File: src/rtl/conv_out_packer.sv
// Packs the conv_top pixel stream into PACK-lane words, tags the frame's final word,
// and queues words in a first-word-fall-through FIFO so the DMA sink may stall.
module conv_out_packer #(
    parameter int PIX_W      = 8,
    parameter int PACK       = 4,
    parameter int OUT_W      = 638,
    parameter int OUT_H      = 958,
    parameter int FIFO_DEPTH = 16
) (
    input  logic                          clk,
    input  logic                          rstn,
    input  logic                          clear,
    input  logic                          valid_in,
    input  logic [PIX_W-1:0]              px_in,
    output logic                          out_valid,
    input  logic                          out_ready,
    output logic [PIX_W*PACK-1:0]         out_data,
    output logic [PACK-1:0]               out_keep,
    output logic                          out_last,
    output logic                          frame_done,
    output logic                          overflow,
    output logic [$clog2(FIFO_DEPTH):0]   level
);

    localparam int WORD_W  = PIX_W * PACK;
    localparam int LANE_W  = (PACK > 1) ? $clog2(PACK) : 1;
    localparam int COL_W   = (OUT_W > 1) ? $clog2(OUT_W) : 1;
    localparam int LINE_W  = (OUT_H > 1) ? $clog2(OUT_H) : 1;
    localparam int PTR_W   = $clog2(FIFO_DEPTH);
    localparam int CNT_W   = PTR_W + 1;
    localparam int ENTRY_W = WORD_W + PACK + 1;

    localparam logic [LANE_W-1:0] LANE_LAST = LANE_W'(PACK - 1);
    localparam logic [COL_W-1:0]  COL_LAST  = COL_W'(OUT_W - 1);
    localparam logic [LINE_W-1:0] LINE_LAST = LINE_W'(OUT_H - 1);
    localparam logic [CNT_W-1:0]  FULL_LVL  = CNT_W'(FIFO_DEPTH);

    logic [LANE_W-1:0] laneCnt_q, laneCnt_d;
    logic [WORD_W-1:0] pack_q, pack_d;
    logic [COL_W-1:0]  col_q, col_d;
    logic [LINE_W-1:0] line_q, line_d;
    logic              frameDone_q, frameDone_d;
    logic              overflow_q, overflow_d;
    logic [PTR_W-1:0]  wrPtr_q, wrPtr_d;
    logic [PTR_W-1:0]  rdPtr_q, rdPtr_d;
    logic [CNT_W-1:0]  count_q, count_d;

    logic [ENTRY_W-1:0] fifoMem [FIFO_DEPTH];
    logic [ENTRY_W-1:0] headEntry;

    logic              accept;
    logic              frameLast;
    logic              wordDone;
    logic [WORD_W-1:0] wordData;
    logic [PACK-1:0]   wordKeep;
    logic              fifoFull;
    logic              fifoEmpty;
    logic              pop;
    logic              fifoWrite;

    // Lanes above the current one in pack_q are always zero, so inserting the new
    // pixel gives the finished word directly, with unfilled lanes already cleared.
    always_comb begin
        accept    = valid_in && !clear;
        frameLast = (col_q == COL_LAST) && (line_q == LINE_LAST);
        wordDone  = accept && ((laneCnt_q == LANE_LAST) || frameLast);
        wordData  = pack_q;
        wordKeep  = '0;
        for (int i = 0; i < PACK; i++) begin
            if (LANE_W'(i) == laneCnt_q) begin
                wordData[i*PIX_W +: PIX_W] = px_in;
            end
            wordKeep[i] = (i <= int'(laneCnt_q));
        end
    end

    always_comb begin
        laneCnt_d   = laneCnt_q;
        pack_d      = pack_q;
        col_d       = col_q;
        line_d      = line_q;
        frameDone_d = 1'b0;
        if (clear) begin
            laneCnt_d = '0;
            pack_d    = '0;
            col_d     = '0;
            line_d    = '0;
        end else if (accept) begin
            if (wordDone) begin
                laneCnt_d = '0;
                pack_d    = '0;
            end else begin
                laneCnt_d = laneCnt_q + 1'b1;
                pack_d    = wordData;
            end
            if (frameLast) begin
                col_d       = '0;
                line_d      = '0;
                frameDone_d = 1'b1;
            end else if (col_q == COL_LAST) begin
                col_d  = '0;
                line_d = line_q + 1'b1;
            end else begin
                col_d = col_q + 1'b1;
            end
        end
    end

    // A full FIFO still takes a new word when the head leaves on the same edge;
    // otherwise the word is lost and the sticky overflow flag records it.
    always_comb begin
        fifoEmpty  = (count_q == '0);
        fifoFull   = (count_q == FULL_LVL);
        pop        = !fifoEmpty && out_ready && !clear;
        fifoWrite  = wordDone && (!fifoFull || pop);
        wrPtr_d    = wrPtr_q;
        rdPtr_d    = rdPtr_q;
        count_d    = count_q;
        overflow_d = overflow_q;
        if (clear) begin
            wrPtr_d    = '0;
            rdPtr_d    = '0;
            count_d    = '0;
            overflow_d = 1'b0;
        end else begin
            if (fifoWrite) begin
                wrPtr_d = wrPtr_q + 1'b1;
            end
            if (pop) begin
                rdPtr_d = rdPtr_q + 1'b1;
            end
            if (fifoWrite && !pop) begin
                count_d = count_q + 1'b1;
            end else if (pop && !fifoWrite) begin
                count_d = count_q - 1'b1;
            end
            if (wordDone && !fifoWrite) begin
                overflow_d = 1'b1;
            end
        end
    end

    always_ff @(posedge clk or negedge rstn) begin
        if (!rstn) begin
            laneCnt_q   <= '0;
            pack_q      <= '0;
            col_q       <= '0;
            line_q      <= '0;
            frameDone_q <= 1'b0;
            overflow_q  <= 1'b0;
            wrPtr_q     <= '0;
            rdPtr_q     <= '0;
            count_q     <= '0;
        end else begin
            laneCnt_q   <= laneCnt_d;
            pack_q      <= pack_d;
            col_q       <= col_d;
            line_q      <= line_d;
            frameDone_q <= frameDone_d;
            overflow_q  <= overflow_d;
            wrPtr_q     <= wrPtr_d;
            rdPtr_q     <= rdPtr_d;
            count_q     <= count_d;
        end
    end

    always_ff @(posedge clk) begin
        if (fifoWrite) begin
            fifoMem[wrPtr_q] <= {frameLast, wordKeep, wordData};
        end
    end

    // Storage is never reset, so the head is masked to zero whenever the FIFO is empty.
    always_comb begin
        headEntry  = fifoMem[rdPtr_q];
        out_valid  = !fifoEmpty;
        out_data   = out_valid ? headEntry[WORD_W-1:0] : '0;
        out_keep   = out_valid ? headEntry[WORD_W +: PACK] : '0;
        out_last   = out_valid && headEntry[ENTRY_W-1];
        frame_done = frameDone_q;
        overflow   = overflow_q;
        level      = count_q;
    end

    levelBound: assert property (@(posedge clk) disable iff (!rstn) count_q <= FULL_LVL);

endmodule

File: config.mk
export PLATFORM = sky130hd
export DESIGN_NAME = conv_out_packer
export DESIGN_NICKNAME = d
export VERILOG_FILES = /design/src/rtl/conv_out_packer.sv
export SDC_FILE = /design/constraint.sdc
export NUM_CORES = 1
export LEC_CHECK = 0
export BUFFER_PORTS_ARGS = -buffer_cell sky130_fd_sc_hd__buf_2
export CAP_MARGIN = 25
export CORE_MARGIN = 8
export CORE_UTILIZATION = 62
export DETAILED_ROUTE_END_ITERATION = 10
export HOLD_SLACK_MARGIN = 0.12
export PLACE_DENSITY = 0.8
export SETUP_SLACK_MARGIN = 0.2
export SYNTH_ARGS = -nofsm -noshare
export SYNTH_HDL_FRONTEND = slang
export SYNTH_SLANG_ARGS = --single-unit
File: constraint.sdc
create_clock -name clk -period 7.1 [get_ports clk]
set_input_delay 0.355 -clock clk [delete_from_list [all_inputs] [get_ports clk]]
set_output_delay 0.355 -clock clk [all_outputs]
set_load 0.01 [all_outputs]
## Word level (Yosys, flattened, before mapping)

Memory sizes are Yosys's and may differ from the RTL's.
Cells that the tools add are included.

- Muxes and demuxes: 34
- Add/subtract/negate cells: 7
- Magnitude comparators: 3
- Equality and inequality tests: 7
- Reductions and logical operators: 26

Operator list:

| operator | number |
|---|---|
| $mux W32 | 4 |
| $mux W10 | 8 |
| $mux W8 | 4 |
| $add A10 B1 Y10 const B | 2 |
| $eq A10 B10 Y1 const B | 2 |
| $mux W4 | 5 |
| $mux W5 | 3 |
| $logic_and A1 B1 Y1 | 10 |
| $add A4 B1 Y4 const B | 2 |
| $reduce_bool A2 Y1 | 4 |
| $mux W1 | 7 |
| $mux W2 | 3 |
| $reduce_bool A3 Y1 | 2 |
| $add A5 B1 Y5 const B | 1 |
| $eq A5 B5 Y1 const B | 1 |
| $logic_not A1 Y1 | 5 |
| $logic_not A5 Y1 | 1 |
| $sub A5 B1 Y5 const B | 1 |
| $eq A2 B2 Y1 const A | 2 |
| $le A2 B2 Y1 const A | 2 |
| $add A2 B1 Y2 const B | 1 |
| $eq A1 B2 Y1 const A | 1 |
| $eq A2 B2 Y1 const B | 1 |
| $le A1 B2 Y1 const A | 1 |
| other kinds (3) | 4 |

- RAM bits: 576
- Logic and storage cells: 87
- Memories: 1
- Flip-flop bits (word level): 69
- Bits of input ports: 13

Memories:

| memory | words | bits a word | read ports | clocked after memory_dff | write ports | line | RTL |
|---|---|---|---|---|---|---|---|
| fifoMem | 16 | 36 | 1 | 0 | 1 | 48 | `logic [ENTRY_W-1:0] fifoMem [FIFO_DEPTH];` |

## Depth between registers and ports, before layout

- Word-level depth: 11
- Mapped depth: 13
- Gate-level depth less buffers: 13

## Worst setup path after synthesis

No wires, ideal clock.

- Path kind: reg-to-reg
- From: reg laneCnt_q[1]
- To: mem fifoMem[0][0] (netlist bit), enable pin
- Arrival: 4.869 ns
- Library setup time: 0.519 ns
- Slack: 1.711 ns
- Clock period less this slack: 5.389 ns
- Stages on the path, launching flop included: 5
- Cells stage by stage: dfrtp_1 ha_1 buf_1 o21ai_2 nor4_1

- Longest elaborated chain between the ends: 6

Ends and longest elaborated chain:

| element | line | RTL |
|---|---|---|
| from (decl) | 38 | `logic [LANE_W-1:0] laneCnt_q, laneCnt_d;` |
| from (signal assigned) | 155 | `laneCnt_q <= laneCnt_d;` |
| $eq A2 B2 Y1 | 66 | `wordDone = accept && ((laneCnt_q == LANE_LAST) \|\| frameLast);` |
| $logic_or A1 B1 Y1 | 66 |  |
| $logic_and A1 B1 Y1 | 66 |  |
| $logic_and A1 B1 Y1 | 115 | `fifoWrite = wordDone && (!fifoFull \|\| pop);` |
| $mux W1 | 168 | `if (fifoWrite) begin` |
| $mux W1 (implied by the code) | 169 | `fifoMem[wrPtr_q] <= {frameLast, wordKeep, wordData};` |
| to (decl) | 48 |  |

No other way between the ends.

## Final worst setup path

- From: reg rdPtr_q[1]
- To: out out_data[26]

- Longest elaborated chain between the ends: 2

Ends and longest elaborated chain:

| element | line | RTL |
|---|---|---|
| from (decl) | 45 | `logic [PTR_W-1:0] rdPtr_q, rdPtr_d;` |
| from (signal assigned) | 162 | `rdPtr_q <= rdPtr_d;` |
| $mem_v2 Z16 W36 | - |  |
| $mux W32 | 177 | `out_data = out_valid ? headEntry[WORD_W-1:0] : '0;` |
| to (decl) | 17 | `output logic [PIX_W*PACK-1:0] out_data,` |

No other way between the ends.

==> flow_summary.ini <==
[floorplanning]
die_w_um = 219.4
core_um2 = 40830
dieArea_um2 = 48130
die_h_um = 219.4
io_pins = 58
rows = 74
start_util_pct = 62.81

[synthesis]
synth_cell_types = 56
syn_inst = 1191
synth-seq-cells = 645
avgSynthCellArea_um2 = 21.54
yosysWarnings = 0
syn-cell-area_um2 = 25650
synth_fp_nets = 1223
synth-seq-area-share_pct = 74.17

[run]
maxCapViolations = 0

[final_layout]
finalInstanceArea_um2 = 28780
area_growth_pct = 12.22
final_common_cell = edfxtp_1
layout.nets = 1314
final_cell_mix = 576 x edfxtp_1, 180 x mux4_2, 67 x clkbuf_16, 65 x dfrtp_1, 56 x buf_2
layout.cells.non_filler = 1866
fillers = 2267
drive_gt1_share_pct = 32.56

[sta]
fin_ws_ns = 3.076
min_period_ns = 4.024
holdWs_ns = 0.1717
setup_viol_count_final = 0
drv_slew = 0
fin_skew_ns = 0.02994
max_freq_mhz = 248.5
period_share_pct = 56.67
tightest_slew_ns = 1.018
fin_setup_tns_ns = 0
relSlewSlack_pct = 32.14
hold_viol_final = 0
rsz0062_at_grt = no

[global_routing]
antenna_found_initial = 2
busiest_layer = met2
use_met2_pct = 39.89
gr-usage-met1_pct = 32.49
track_usage_pct = 24.26
grt_pass1_vias = 13060
gr-usage-met3_pct = 5.218
grt_pass1_wl_um = 84670
grt_max_degree = 84
overflow = 0

[cts]
cts_tree = built
cts.repair.resized = 0
clock_latency_ns = 0.59
cts_root_buffer = clkbuf_16
cts_buffer_depth = 3
ctsHoldBuffers = 1
cts_setup_buffers = 0
htree_levels = 3
path_clk_slew_ns = 0.06
clkSinkCount = 645
numCtsBuffers = 66

[placement]
gp_congestion = 0.7420
pre_cts_slack_ns = 3.640
port_buffers = 57
placed_area_um2 = 26570
dp_hpwl_um = 27780
place_inst = 1742

[power]
ir_drop_v = 0.0002841
cellPowerDensity_nw_per_um2 = 331.8
leakagePower_uw = 0.009424

[status]
status = finished, final reports clean

[route]
ant_nets = 0
post-route-drc-count = 0
via_count = 12630
drtIter0Drc = 1676
dr.pass1.iters = 5
wire_per_inst_um = 30.65
vias_per_cell = 6.766
wl_um = 57190

[setup_path]
cp.required_ns = 6.74
start_kind = flop
cp_max_fo = 56
crit_type = reg -> out
end_kind = output pin
crit_arrival_ns = 3.67

[min_path]
min_path_type = in -> reg
power by group:
part	internal (uW)	switching, uW	total (uW)	leakage, uW
Combinational	918	907	1820	0.00223
Sequential	4190	114	4300	0.00615
Clock	1990	1430	3420	0.00105
path summary, 6_finish.rpt:
check                           cells past startpoint                   start                        to  slack [ns]
worst max-delay path                                5  rdPtr_q[1]$_DFFE_PN0P_              out_data[26]        3.08
worst min-delay path                                4               out_ready    rdPtr_q[1]$_DFFE_PN0P_        0.17
worst max register to register                      8    col_q[8]$_DFFE_PN0P_  fifoMem[10][3]$_DFFE_PP_        3.63
worst min register to register                      1   pack_q[6]$_DFFE_PN0P_     pack_q[6]$_DFFE_PN0P_        0.51
max in group asynchronous                           4                    rstn    pack_q[18]$_DFFE_PN0P_        5.86
min in group asynchronous                           3                    rstn      level[2]$_DFFE_PN0P_        0.67
cell families after synthesis:
logic type | Yosys count | share of synthesized area (%)
AND/OR/NAND/NOR | 153 | 3.312
AO/OA/AOI/OAI | 59 | 1.942
adder cells (fa/ha/maj) | 19 | 0.9562
buffers and inverters | 76 | 1.454
flip-flops | 645 | 74.17
multiplexers | 217 | 17.42
XOR/XNOR | 22 | 0.7513
sequential cells by signal, summed over array words and instances, names as in the netlist:
register / count
col_q: 10
fifoMem: 576
frame_done: 1
laneCnt_q: 2
level: 5
line_q: 10
overflow: 1
pack_q: 32
rdPtr_q: 4
wrPtr_q: 4
cell usage after synthesis, drive strengths merged:
library cell  number  area [um^2]
or4                2        18.77
nand3              6        30.03
or3                4        25.02
a41oi              1        8.760
and3               3        18.77
buf               30        200.2
fa                 1        20.02
edfxtp           576        17300
clkbuf            33        123.9
mux2              34        382.9
xor2              14        122.6
a21oi             12        63.81
a211oi             1        12.51
nor2b             39        246.5
nor4               5        46.29
nor3b              2        15.01
o2111ai            1        8.760
nand3b             1        7.510
mux4             180         4054
dfrtp             69         1727
a211o              1        10.01
o211ai             1        21.27
ha                18        225.2
and2               8        50.05
or3b               1        8.760
and4               1        8.760
or2                2        12.51
a22o              33        289.0
o21ai              5        40.04
mux2i              3        30.03
nor3               6        46.30
a31oi              2        27.53
inv               13        48.79
nand2b             4        25.02
nor2              40        150.1
o31ai              1        7.510
xnor2              8        70.07
nand4              8        50.05
nand2             20        77.58
a31o               1        8.760
and4bb             1        12.51
worst max-delay path, cell delays in order (launching register included):
cell	delay [ns]
dfrtp_4	1.02
buf_4	0.69
mux4_2	0.45
mux4_2	0.52
nor2b_1	0.15
buf_2	0.17
metal layers:
layer | part of all wire (%) | wire length, um
met1 | 37 | 21140
met2 | 50 | 28720
met3 | 10 | 5900
met4 | 2.5 | 1429
met5 | 0 | 0
layout make-up:
cell class	instances	area, um^2	area share (%)
timing repair buffer	86	563.0	1.956
multi-input combinational	470	6327	21.98
tap	532	665.6	2.313
inverter	13	48.80	0.1695
antenna	1	2.502	0.008694
clock buffer	87	1812	6.295
sequential	645	19040	66.14
clock inverter	32	327.8	1.139
stage by stage:
stage	total power (uW)	util, %
2_1_floorplan	5714	-
3_3_place_gp	6178	65.06
3_5_place_dp	6197	65.06
4_1_cts	9601	70.33
5_1_grt	9869	70.49
6_report	9549	70.49
Power figures use the tool's default switching activity.
